==> src/rtl/frac_sad_search.sv <==
// Fractional motion search for one CU: streams padded reference rows through an
// 8-row window, forms integer / horizontal half-pel / vertical half-pel candidates
// with the 8-tap HEVC filter, and accumulates one SAD per candidate.
//
// Handshakes: a row transfers on a rising edge where in_valid && in_ready; results
// are offered while out_valid is high and are taken on a rising edge where
// out_valid && out_ack. Both sides may stall indefinitely.
module frac_sad_search #(
    parameter int WIDTH     = 8,
    parameter int HEIGHT    = 8,
    parameter int BITDEPTH  = 8,
    parameter int TAPS      = 8,
    parameter int HALF_TAPS = 3,
    parameter int SAD_W     = 14
) (
    input  logic                             clk,
    input  logic                             reset,
    input  logic                             in_valid,
    output logic                             in_ready,
    input  logic [(WIDTH+TAPS)*BITDEPTH-1:0] filter_pix,
    input  logic [WIDTH*BITDEPTH-1:0]        ref_pix,
    output logic                             out_valid,
    input  logic                             out_ack,
    output logic [SAD_W-1:0]                 sad_int,
    output logic [SAD_W-1:0]                 sad_h,
    output logic [SAD_W-1:0]                 sad_v,
    output logic [1:0]                       best_mode,
    output logic [SAD_W-1:0]                 best_sad,
    output logic [2:0]                       dbg_state
);

    localparam int ROW_W    = (WIDTH + TAPS) * BITDEPTH;
    localparam int LAST_ROW = HEIGHT + TAPS - 2;
    localparam int CW       = $clog2(HEIGHT + TAPS);
    localparam int AW       = BITDEPTH + 10;

    localparam logic [2:0] S_IDLE  = 3'd0;
    localparam logic [2:0] S_FILL  = 3'd1;
    localparam logic [2:0] S_CALC  = 3'd2;
    localparam logic [2:0] S_DRAIN = 3'd3;
    localparam logic [2:0] S_DONE  = 3'd4;

    localparam logic signed [AW-1:0] RND     = AW'(32);
    localparam logic signed [AW-1:0] PIX_MAX = AW'((1 << BITDEPTH) - 1);

    // 8-tap half-pel filter (-1,4,-11,40,40,-11,4,-1), rounded, clipped to pixel range
    function automatic logic [BITDEPTH-1:0] filt8(input logic [TAPS*BITDEPTH-1:0] p);
        logic signed [AW-1:0] px [TAPS];
        logic signed [AW-1:0] o, m, i;
        logic signed [AW-1:0] acc;
        for (int t = 0; t < TAPS; t++) begin
            px[t] = $signed({{10{1'b0}}, p[t*BITDEPTH +: BITDEPTH]});
        end
        o   = px[0] + px[7];
        m   = px[1] + px[6];
        i   = px[2] + px[5];
        acc = px[3] + px[4];
        acc = (acc <<< 5) + (acc <<< 3) - ((i <<< 3) + (i <<< 1) + i) + (m <<< 2) - o;
        acc = (acc + RND) >>> 6;
        if (acc[AW-1]) begin
            return '0;
        end else if (acc > PIX_MAX) begin
            return '1;
        end else begin
            return acc[BITDEPTH-1:0];
        end
    endfunction

    function automatic logic [BITDEPTH-1:0] absdiff(input logic [BITDEPTH-1:0] a,
                                                     input logic [BITDEPTH-1:0] b);
        return (a > b) ? (a - b) : (b - a);
    endfunction

    logic [2:0]          state_q, state_d;
    logic [CW-1:0]       row_q, row_d;
    logic                accept;
    logic                ack_take;

    logic [ROW_W-1:0]    win_q [TAPS-1];
    logic [ROW_W-1:0]    nw    [TAPS];
    logic [TAPS*BITDEPTH-1:0] vcol [WIDTH];

    logic [BITDEPTH-1:0] cand_int [WIDTH];
    logic [BITDEPTH-1:0] cand_h   [WIDTH];
    logic [BITDEPTH-1:0] cand_v   [WIDTH];
    logic [BITDEPTH-1:0] d_int_q  [WIDTH];
    logic [BITDEPTH-1:0] d_h_q    [WIDTH];
    logic [BITDEPTH-1:0] d_v_q    [WIDTH];
    logic                s1_valid_q;

    logic [SAD_W-1:0]    rs_int, rs_h, rs_v;
    logic [SAD_W-1:0]    acc_int_q, acc_h_q, acc_v_q;
    logic [1:0]          best_mode_c;
    logic [SAD_W-1:0]    best_sad_c;

    logic                out_valid_q;
    logic [SAD_W-1:0]    sad_int_q, sad_h_q, sad_v_q, best_sad_q;
    logic [1:0]          best_mode_q;

    assign in_ready  = (state_q == S_IDLE) || (state_q == S_FILL) || (state_q == S_CALC);
    assign accept    = in_valid && in_ready;
    assign ack_take  = (state_q == S_DONE) && out_valid_q && out_ack;
    assign dbg_state = state_q;

    // Next-state and row-counter logic of the block sequencer
    always_comb begin
        state_d = state_q;
        row_d   = row_q;
        if (accept) begin
            row_d = (row_q == CW'(LAST_ROW)) ? '0 : row_q + 1'b1;
        end
        case (state_q)
            S_IDLE:  if (accept) state_d = S_FILL;
            S_FILL:  if (accept && row_q == CW'(TAPS - 2)) state_d = S_CALC;
            S_CALC:  if (accept && row_q == CW'(LAST_ROW)) state_d = S_DRAIN;
            S_DRAIN: state_d = S_DONE;
            S_DONE:  if (ack_take) state_d = S_IDLE;
            default: state_d = S_IDLE;
        endcase
    end

    // Sequencer state register
    always_ff @(posedge clk) begin
        if (reset) begin
            state_q <= S_IDLE;
            row_q   <= '0;
        end else begin
            state_q <= state_d;
            row_q   <= row_d;
        end
    end

    // Candidate formation on the window as it will look once the incoming row is in
    always_comb begin
        for (int r = 0; r < TAPS - 1; r++) begin
            nw[r] = win_q[r];
        end
        nw[TAPS-1] = filter_pix;
        for (int x = 0; x < WIDTH; x++) begin
            for (int t = 0; t < TAPS; t++) begin
                vcol[x][t*BITDEPTH +: BITDEPTH] = nw[t][(x+HALF_TAPS)*BITDEPTH +: BITDEPTH];
            end
            cand_int[x] = nw[HALF_TAPS][(x+HALF_TAPS)*BITDEPTH +: BITDEPTH];
            cand_h[x]   = filt8(nw[HALF_TAPS][x*BITDEPTH +: TAPS*BITDEPTH]);
            cand_v[x]   = filt8(vcol[x]);
        end
    end

    // Line-buffer window: shifts only on an accepted row
    always_ff @(posedge clk) begin
        if (reset) begin
            for (int r = 0; r < TAPS - 1; r++) win_q[r] <= '0;
        end else if (accept) begin
            for (int r = 0; r < TAPS - 2; r++) win_q[r] <= win_q[r+1];
            win_q[TAPS-2] <= filter_pix;
        end
    end

    // Stage 1: per-pixel absolute differences for rows that produce output
    always_ff @(posedge clk) begin
        if (reset) begin
            s1_valid_q <= 1'b0;
            for (int x = 0; x < WIDTH; x++) begin
                d_int_q[x] <= '0;
                d_h_q[x]   <= '0;
                d_v_q[x]   <= '0;
            end
        end else begin
            s1_valid_q <= accept && (state_q == S_CALC);
            if (accept && state_q == S_CALC) begin
                for (int x = 0; x < WIDTH; x++) begin
                    d_int_q[x] <= absdiff(cand_int[x], ref_pix[x*BITDEPTH +: BITDEPTH]);
                    d_h_q[x]   <= absdiff(cand_h[x],   ref_pix[x*BITDEPTH +: BITDEPTH]);
                    d_v_q[x]   <= absdiff(cand_v[x],   ref_pix[x*BITDEPTH +: BITDEPTH]);
                end
            end
        end
    end

    // Row sums of stage-1 differences and winner selection on the accumulators
    always_comb begin
        rs_int = '0;
        rs_h   = '0;
        rs_v   = '0;
        for (int x = 0; x < WIDTH; x++) begin
            rs_int = rs_int + SAD_W'(d_int_q[x]);
            rs_h   = rs_h   + SAD_W'(d_h_q[x]);
            rs_v   = rs_v   + SAD_W'(d_v_q[x]);
        end
        best_mode_c = 2'd0;
        best_sad_c  = acc_int_q;
        if (acc_h_q < best_sad_c) begin
            best_mode_c = 2'd1;
            best_sad_c  = acc_h_q;
        end
        if (acc_v_q < best_sad_c) begin
            best_mode_c = 2'd2;
            best_sad_c  = acc_v_q;
        end
    end

    // Stage 2: accumulate row sums; clear when the result is taken
    always_ff @(posedge clk) begin
        if (reset || ack_take) begin
            acc_int_q <= '0;
            acc_h_q   <= '0;
            acc_v_q   <= '0;
        end else if (s1_valid_q) begin
            acc_int_q <= acc_int_q + rs_int;
            acc_h_q   <= acc_h_q   + rs_h;
            acc_v_q   <= acc_v_q   + rs_v;
        end
    end

    // Result registers: captured on the first DONE cycle, held until taken
    always_ff @(posedge clk) begin
        if (reset) begin
            out_valid_q <= 1'b0;
            sad_int_q   <= '0;
            sad_h_q     <= '0;
            sad_v_q     <= '0;
            best_mode_q <= '0;
            best_sad_q  <= '0;
        end else if (ack_take) begin
            out_valid_q <= 1'b0;
        end else if (state_q == S_DONE && !out_valid_q) begin
            out_valid_q <= 1'b1;
            sad_int_q   <= acc_int_q;
            sad_h_q     <= acc_h_q;
            sad_v_q     <= acc_v_q;
            best_mode_q <= best_mode_c;
            best_sad_q  <= best_sad_c;
        end
    end

    assign out_valid = out_valid_q;
    assign sad_int   = sad_int_q;
    assign sad_h     = sad_h_q;
    assign sad_v     = sad_v_q;
    assign best_mode = best_mode_q;
    assign best_sad  = best_sad_q;

endmodule

==> config.mk <==
export PLATFORM = sky130hd
export DESIGN_NAME = frac_sad_search
export DESIGN_NICKNAME = d
export VERILOG_FILES = /design/src/rtl/frac_sad_search.sv
export SDC_FILE = /design/constraint.sdc
export NUM_CORES = 2
export LEC_CHECK = 0
export CORE_ASPECT_RATIO = 1.2
export CORE_MARGIN = 3
export CORE_UTILIZATION = 50
export CTS_CLUSTER_DIAMETER = 60
export DETAILED_ROUTE_END_ITERATION = 7
export HOLD_SLACK_MARGIN = 0.02
export PLACE_DENSITY = 0.67
export SETUP_SLACK_MARGIN = 0.15
export SLEW_MARGIN = 25
export SYNTH_ARGS = -nofsm -noshare
export SYNTH_HDL_FRONTEND = slang
export SYNTH_SLANG_ARGS = --single-unit
==> constraint.sdc <==
create_clock -name clk -period 25.1 [get_ports clk]
set_input_delay 5.02 -clock clk [delete_from_list [all_inputs] [get_ports clk]]
set_output_delay 5.02 -clock clk [all_outputs]
set_load 0.005 [all_outputs]
**Word-level counts from Yosys, hierarchy flattened**

Memories as Yosys holds them, arrays and structs flattened.
Index checks and enable logic that the tools add are counted.

- Add/subtract/negate cells: 249
- $lt $le $gt $ge: 42
- Equal/unequal tests: 10
- Multiplexer cells: 105
- Bitwise gates (word level): 32
- Reduce and logical (&&, ||, !) cells: 15

Operators with widths:

| kind | count |
|---|---|
| 2-to-1 mux 128 bit | 7 |
| 2-to-1 mux 8 bit | 80 |
| adder 8 x 8 -> 9 bit | 67 |
| subtractor 8 bit | 48 |
| adder 18 x 7 -> 18 bit (second input constant) | 16 |
| subtractor 17 x 10 -> 18 bit | 16 |
| adder 16 x 12 -> 17 bit | 16 |
| subtractor 15 x 14 -> 16 bit | 16 |
| adder 14 x 12 -> 15 bit | 16 |
| adder 13 x 9 -> 14 bit | 16 |
| adder 12 x 10 -> 13 bit | 16 |
| > comparator 12 x 9 -> 1 bit (second input constant) | 16 |
| > comparator 8 bit | 24 |
| adder 13 x 8 -> 14 bit | 3 |
| adder 14 bit | 3 |
| adder 14 x 8 -> 14 bit | 3 |
| adder 12 x 8 -> 13 bit | 3 |
| adder 11 x 8 -> 12 bit | 3 |
| adder 10 x 8 -> 11 bit | 3 |
| OR 1 bit | 31 |
| adder 9 x 8 -> 10 bit | 3 |
| < comparator 14 bit | 2 |
| 2-to-1 mux 14 bit | 2 |
| one-hot mux 3 bit (5 select lines) | 1 |
| 20 further kinds | 42 |

- Register bits after elaboration: 109
- Bits in writable memories: 1,088
- Output and inout port bits: 63
- Word-level logic and storage cells: 469
- Memories: 4

Memories:

| name | depth | width | read ports | clocked after Yosys merged registers in | write ports | line | source |
|---|---|---|---|---|---|---|---|
| win_q | 7 | 128 | 7 | 0 | 7 | 79 | `logic [ROW_W-1:0] win_q [TAPS-1];` |
| d_h_q | 8 | 8 | 8 | 0 | 8 | 87 | `logic [BITDEPTH-1:0] d_h_q [WIDTH];` |
| d_int_q | 8 | 8 | 8 | 0 | 8 | 86 | `logic [BITDEPTH-1:0] d_int_q [WIDTH];` |
| d_v_q | 8 | 8 | 8 | 0 | 8 | 88 | `logic [BITDEPTH-1:0] d_v_q [WIDTH];` |

**Depth between registers and ports, before layout**

An unclocked memory read counts as a cell.

- Word-level depth: 14
- Depth in mapped cells: 47

**Worst setup path after synthesis**

Ideal clock, no wire load.

- Kind: input to register
- From: input reset
- To: memory win_q[0][24] (netlist name), enable pin
- Library setup time: 1,162 ps
- Data arrival time: 21,761 ps
- Path slack: 2,176 ps
- Stages on the path: 4
- Path buffers: 3
- Path through: clkbuf_1 -> clkbuf_1 -> clkbuf_1 -> nand2b_1

RTL lines:

| item | line | source |
|---|---|---|
| from (decl) | 17 | `input logic reset,` |
| to (decl) | 79 |  |

==> run_results.csv <==
group,metric,value,unit
run_status,outcome,"finished, final reports clean",
floorplan,pin_count,259,
timing,rsz0062_at_grt,"no",
layout,final_cell_area,0.118,mm²
floorplan,die_w,429,µm
layout,area_growth_syn_to_layout,9.47,%
timing,final_hold_viol_count,0,
global_route,grt_overflow,0,
clock_network,post_cts_buffers,0,
detailed_routing,vias,77351,
floorplan,core,0.213,mm²
hold_path,min-delay-path-class,"flop to flop",
clock_network,numCtsBuffers,120,
detailed_routing,drt_wl_total,292,mm
clock_network,hold_buffers,0,
critical_path,slowest_delay,0.71,ns
layout,final_cell_mix,"ha_1, inv_1, edfxtp_1",
layout,final_common_cell,"ha_1",
timing,setup_slack,12.29,ns
clock_network,cts-htree-levels,3,
logic_synthesis,avgSynthCellArea,9.97,µm²
floorplan,die-area,0.220,mm²
logic_synthesis,synth_nets,13445,
timing,worst_pin_slew,0.991,ns
global_route,use_met3,0.0334,
floorplan,die_h,514,µm
placed_design,pre_cts_ws,11.47,ns
placed_design,numPortBuffers,250,
detailed_routing,drc,0,
critical_path,cp.arrival,13.40,ns
global_route,first_global_vias,79016,
timing,fmax,0.0781,GHz
detailed_routing,first_iter_violations,4764,
flow_run,maxCapViolations,0,
timing,drv_slew,0,
global_route,antenna_found_initial,36,
floorplan,num_rows,185,
detailed_routing,post_drt_wl_per_cell,20.9,µm
clock_network,clk_path_buf_depth,3,
critical_path,critPathRequiredTime,25.69,ns
logic_synthesis,postSynth.asyncResetShare,0,
global_route,met1_usage,0.344,
layout,final_layout_size_suffix_gt1_frac,0.0452,
timing,finClkSkew,0.0342,ns
clock_network,clk_latency,0.81,ns
placed_design,post-dp-hpwl,235,mm
critical_path,worst_setup_path_end_kind,"flop",
logic_synthesis,synth-seq-cells,973,
logic_synthesis,yosys_warnings,0,
clock_network,clk_pin_slew,0.06,ns
global_route,grt_max_degree,129,
detailed_routing,antenna_left,0,
global_route,track_usage,0.264,
timing,period_share,0.510,
placed_design,dpl_cell_area,0.113,mm²
layout,n_fill_cell,18679,
layout,multiInputGateArea,0.0732,mm²
logic_synthesis,syn_inst,10775,
layout,seq_area,0.0281,mm²
clock_network,clock-root-buffer,"clkbuf_16",
critical_path,cpMostUsedCell,"a21oi_1",
critical_path,critical_path.max_fanout,15,
layout,nets,13704,
critical_path,worstSetupPathType,"primary input to flop",
clock_network,cts_tree,"built",
logic_synthesis,ys_seq_area_frac,0.262,
logic_synthesis,synth_ff_type,"edfxtp_1",
global_route,top_usage_layer,"met2",
detailed_routing,first_pass_iters,5,
critical_path,critPathLaunchType,"primary input",
clock_network,cts_resized,0,
placed_design,gp_congestion,0.937,
timing,setup_violations,0,
clock_network,clock-sinks,973,
timing,slew_headroom,0.322,
global_route,grt_use_met2,0.445,
logic_synthesis,synth_area,0.107,mm²
logic_synthesis,synthDistinctLibCells,97,
detailed_routing,routed_via_density,5.54,
timing,tns,0,ns
logic_synthesis,synth_edf_count,864,
critical_path,crit_slowest_cell,"a21oi_1",
floorplan,start_util,0.505,
global_route,grt_pass1_wl,452,mm
timing,period_needed,12.81,ns
critical path, delay by kind of cell:
family	cells	cell delay, ns
adders and majority gates	7	2.40
buffers and inverters	1	0.45
AOI/OAI and AO/OA	20	4.84
and+or+nand+nor	3	0.29
muxes	1	0.39
metrics by stage:
step           utilization  hold slack [ns]  std cells
2_1_floorplan            -            0.445      10775
3_3_place_gp         0.533            0.441      13714
3_5_place_dp         0.533            0.446      13717
4_1_cts              0.552            0.453      13943
5_1_grt              0.553            0.471      13951
6_report             0.553            0.450      13954
sequential cells by signal (all words and copies together), names as in the netlist:
| register | count |
|---|---|
| sad_h | 14 |
| d_v_q | 64 |
| d_int_q | 64 |
| acc_h_q | 14 |
| out_valid | 1 |
| sad_int | 14 |
| dbg_state | 3 |
| best_mode | 2 |
| acc_v_q | 14 |
| best_sad | 14 |
| sad_v | 14 |
| s1_valid_q | 1 |
| win_q | 672 |
| acc_int_q | 14 |
| d_h_q | 64 |
| row_q | 4 |
area by class of cell:
| cell class | count | area share |
|---|---|---|
| Antenna cell | 11 | 0.000234 |
| Clock buffer | 144 | 0.0269 |
| Clock inverter | 82 | 0.00844 |
| Inverter | 1423 | 0.0454 |
| Multi-Input combinational cell | 8169 | 0.622 |
| Sequential cell | 973 | 0.239 |
| Tap cell | 2805 | 0.0298 |
| Timing Repair Buffer | 347 | 0.0277 |
layer usage:
| metal | up-vias | share of wire |
|---|---|---|
| met5 | - | 0.00027 |
| met4 | 12 | 0.043 |
| met3 | 490 | 0.050 |
| met2 | 1615 | 0.47 |
| met1 | 37714 | 0.44 |
| li1 | 37520 | - |
cells by family (layout without fill, tap and decap cells):
family                     Yosys count  after routing  share of synthesized area
adders and majority gates         2521           2521                      0.339
and+or+nand+nor                   2257           2257                      0.107
AOI/OAI and AO/OA                 2173           2173                      0.131
buffers and inverters             1633           1996                     0.0579
xor gates and xnor gates           990            990                     0.0807
DFF                                973            973                      0.262
muxes                              228            228                     0.0223
other                                0             11                          0
synthesized netlist by cell type, types with 11 or more instances:
cell type | number | area share
ha_1 | 1813 | 0.21
inv_1 | 1422 | 0.050
edfxtp_1 | 864 | 0.24
a21oi_1 | 748 | 0.035
xnor2_1 | 704 | 0.057
fa_1 | 661 | 0.12
nor2_1 | 605 | 0.021
and2_1 | 530 | 0.031
nand2_1 | 353 | 0.012
o21ai_0 | 312 | 0.015
xor2_1 | 286 | 0.023
o21bai_1 | 278 | 0.019
nor2b_1 | 256 | 0.015
a21o_1 | 222 | 0.016
o21a_1 | 217 | 0.015
clkbuf_1 | 167 | 0.0058
nor3_1 | 151 | 0.0070
mux2i_1 | 139 | 0.013
dfxtp_1 | 109 | 0.020
mux2_2 | 87 | 0.0091
nand3_1 | 66 | 0.0031
nand2b_1 | 60 | 0.0035
nand4_1 | 58 | 0.0034
and3_1 | 54 | 0.0031
maj3_1 | 47 | 0.0044
a31oi_1 | 46 | 0.0027
a211oi_1 | 39 | 0.0027
or2_2 | 38 | 0.0022
buf_2 | 33 | 0.0015
o21ai_1 | 31 | 0.0014
o211ai_1 | 29 | 0.0020
o31a_1 | 28 | 0.0023
or3_1 | 23 | 0.0013
o31ai_1 | 21 | 0.0015
o311a_1 | 20 | 0.0019
a21boi_0 | 14 | 0.00098
a211o_1 | 13 | 0.0011
o22ai_1 | 13 | 0.00076
o311ai_0 | 13 | 0.0011
nor4_1 | 12 | 0.00070
and4_1 | 11 | 0.00090
o211a_1 | 11 | 0.0010
or2_1 | 11 | 0.00064
final timing paths:
kind,start,endpoint,slack (ns),depth (start not counted)
setup / recovery,filter_pix[24],d_v_q[0][5]$_SDFFCE_PN0P_,12.29,32
hold / removal,best_sad[4]$_SDFFE_PP0P_,best_sad[4]$_SDFFE_PP0P_,0.45,2
setup reg to reg,win_q[3][41]$_SDFFCE_PN0P_,d_h_q[0][7]$_SDFFCE_PN0P_,12.95,43
hold reg to reg,best_sad[4]$_SDFFE_PP0P_,best_sad[4]$_SDFFE_PP0P_,0.45,2
Power is left out: the tool's default activity adds up to more than one toggle a clock period on the data nets, which glitch-free logic cannot reach.
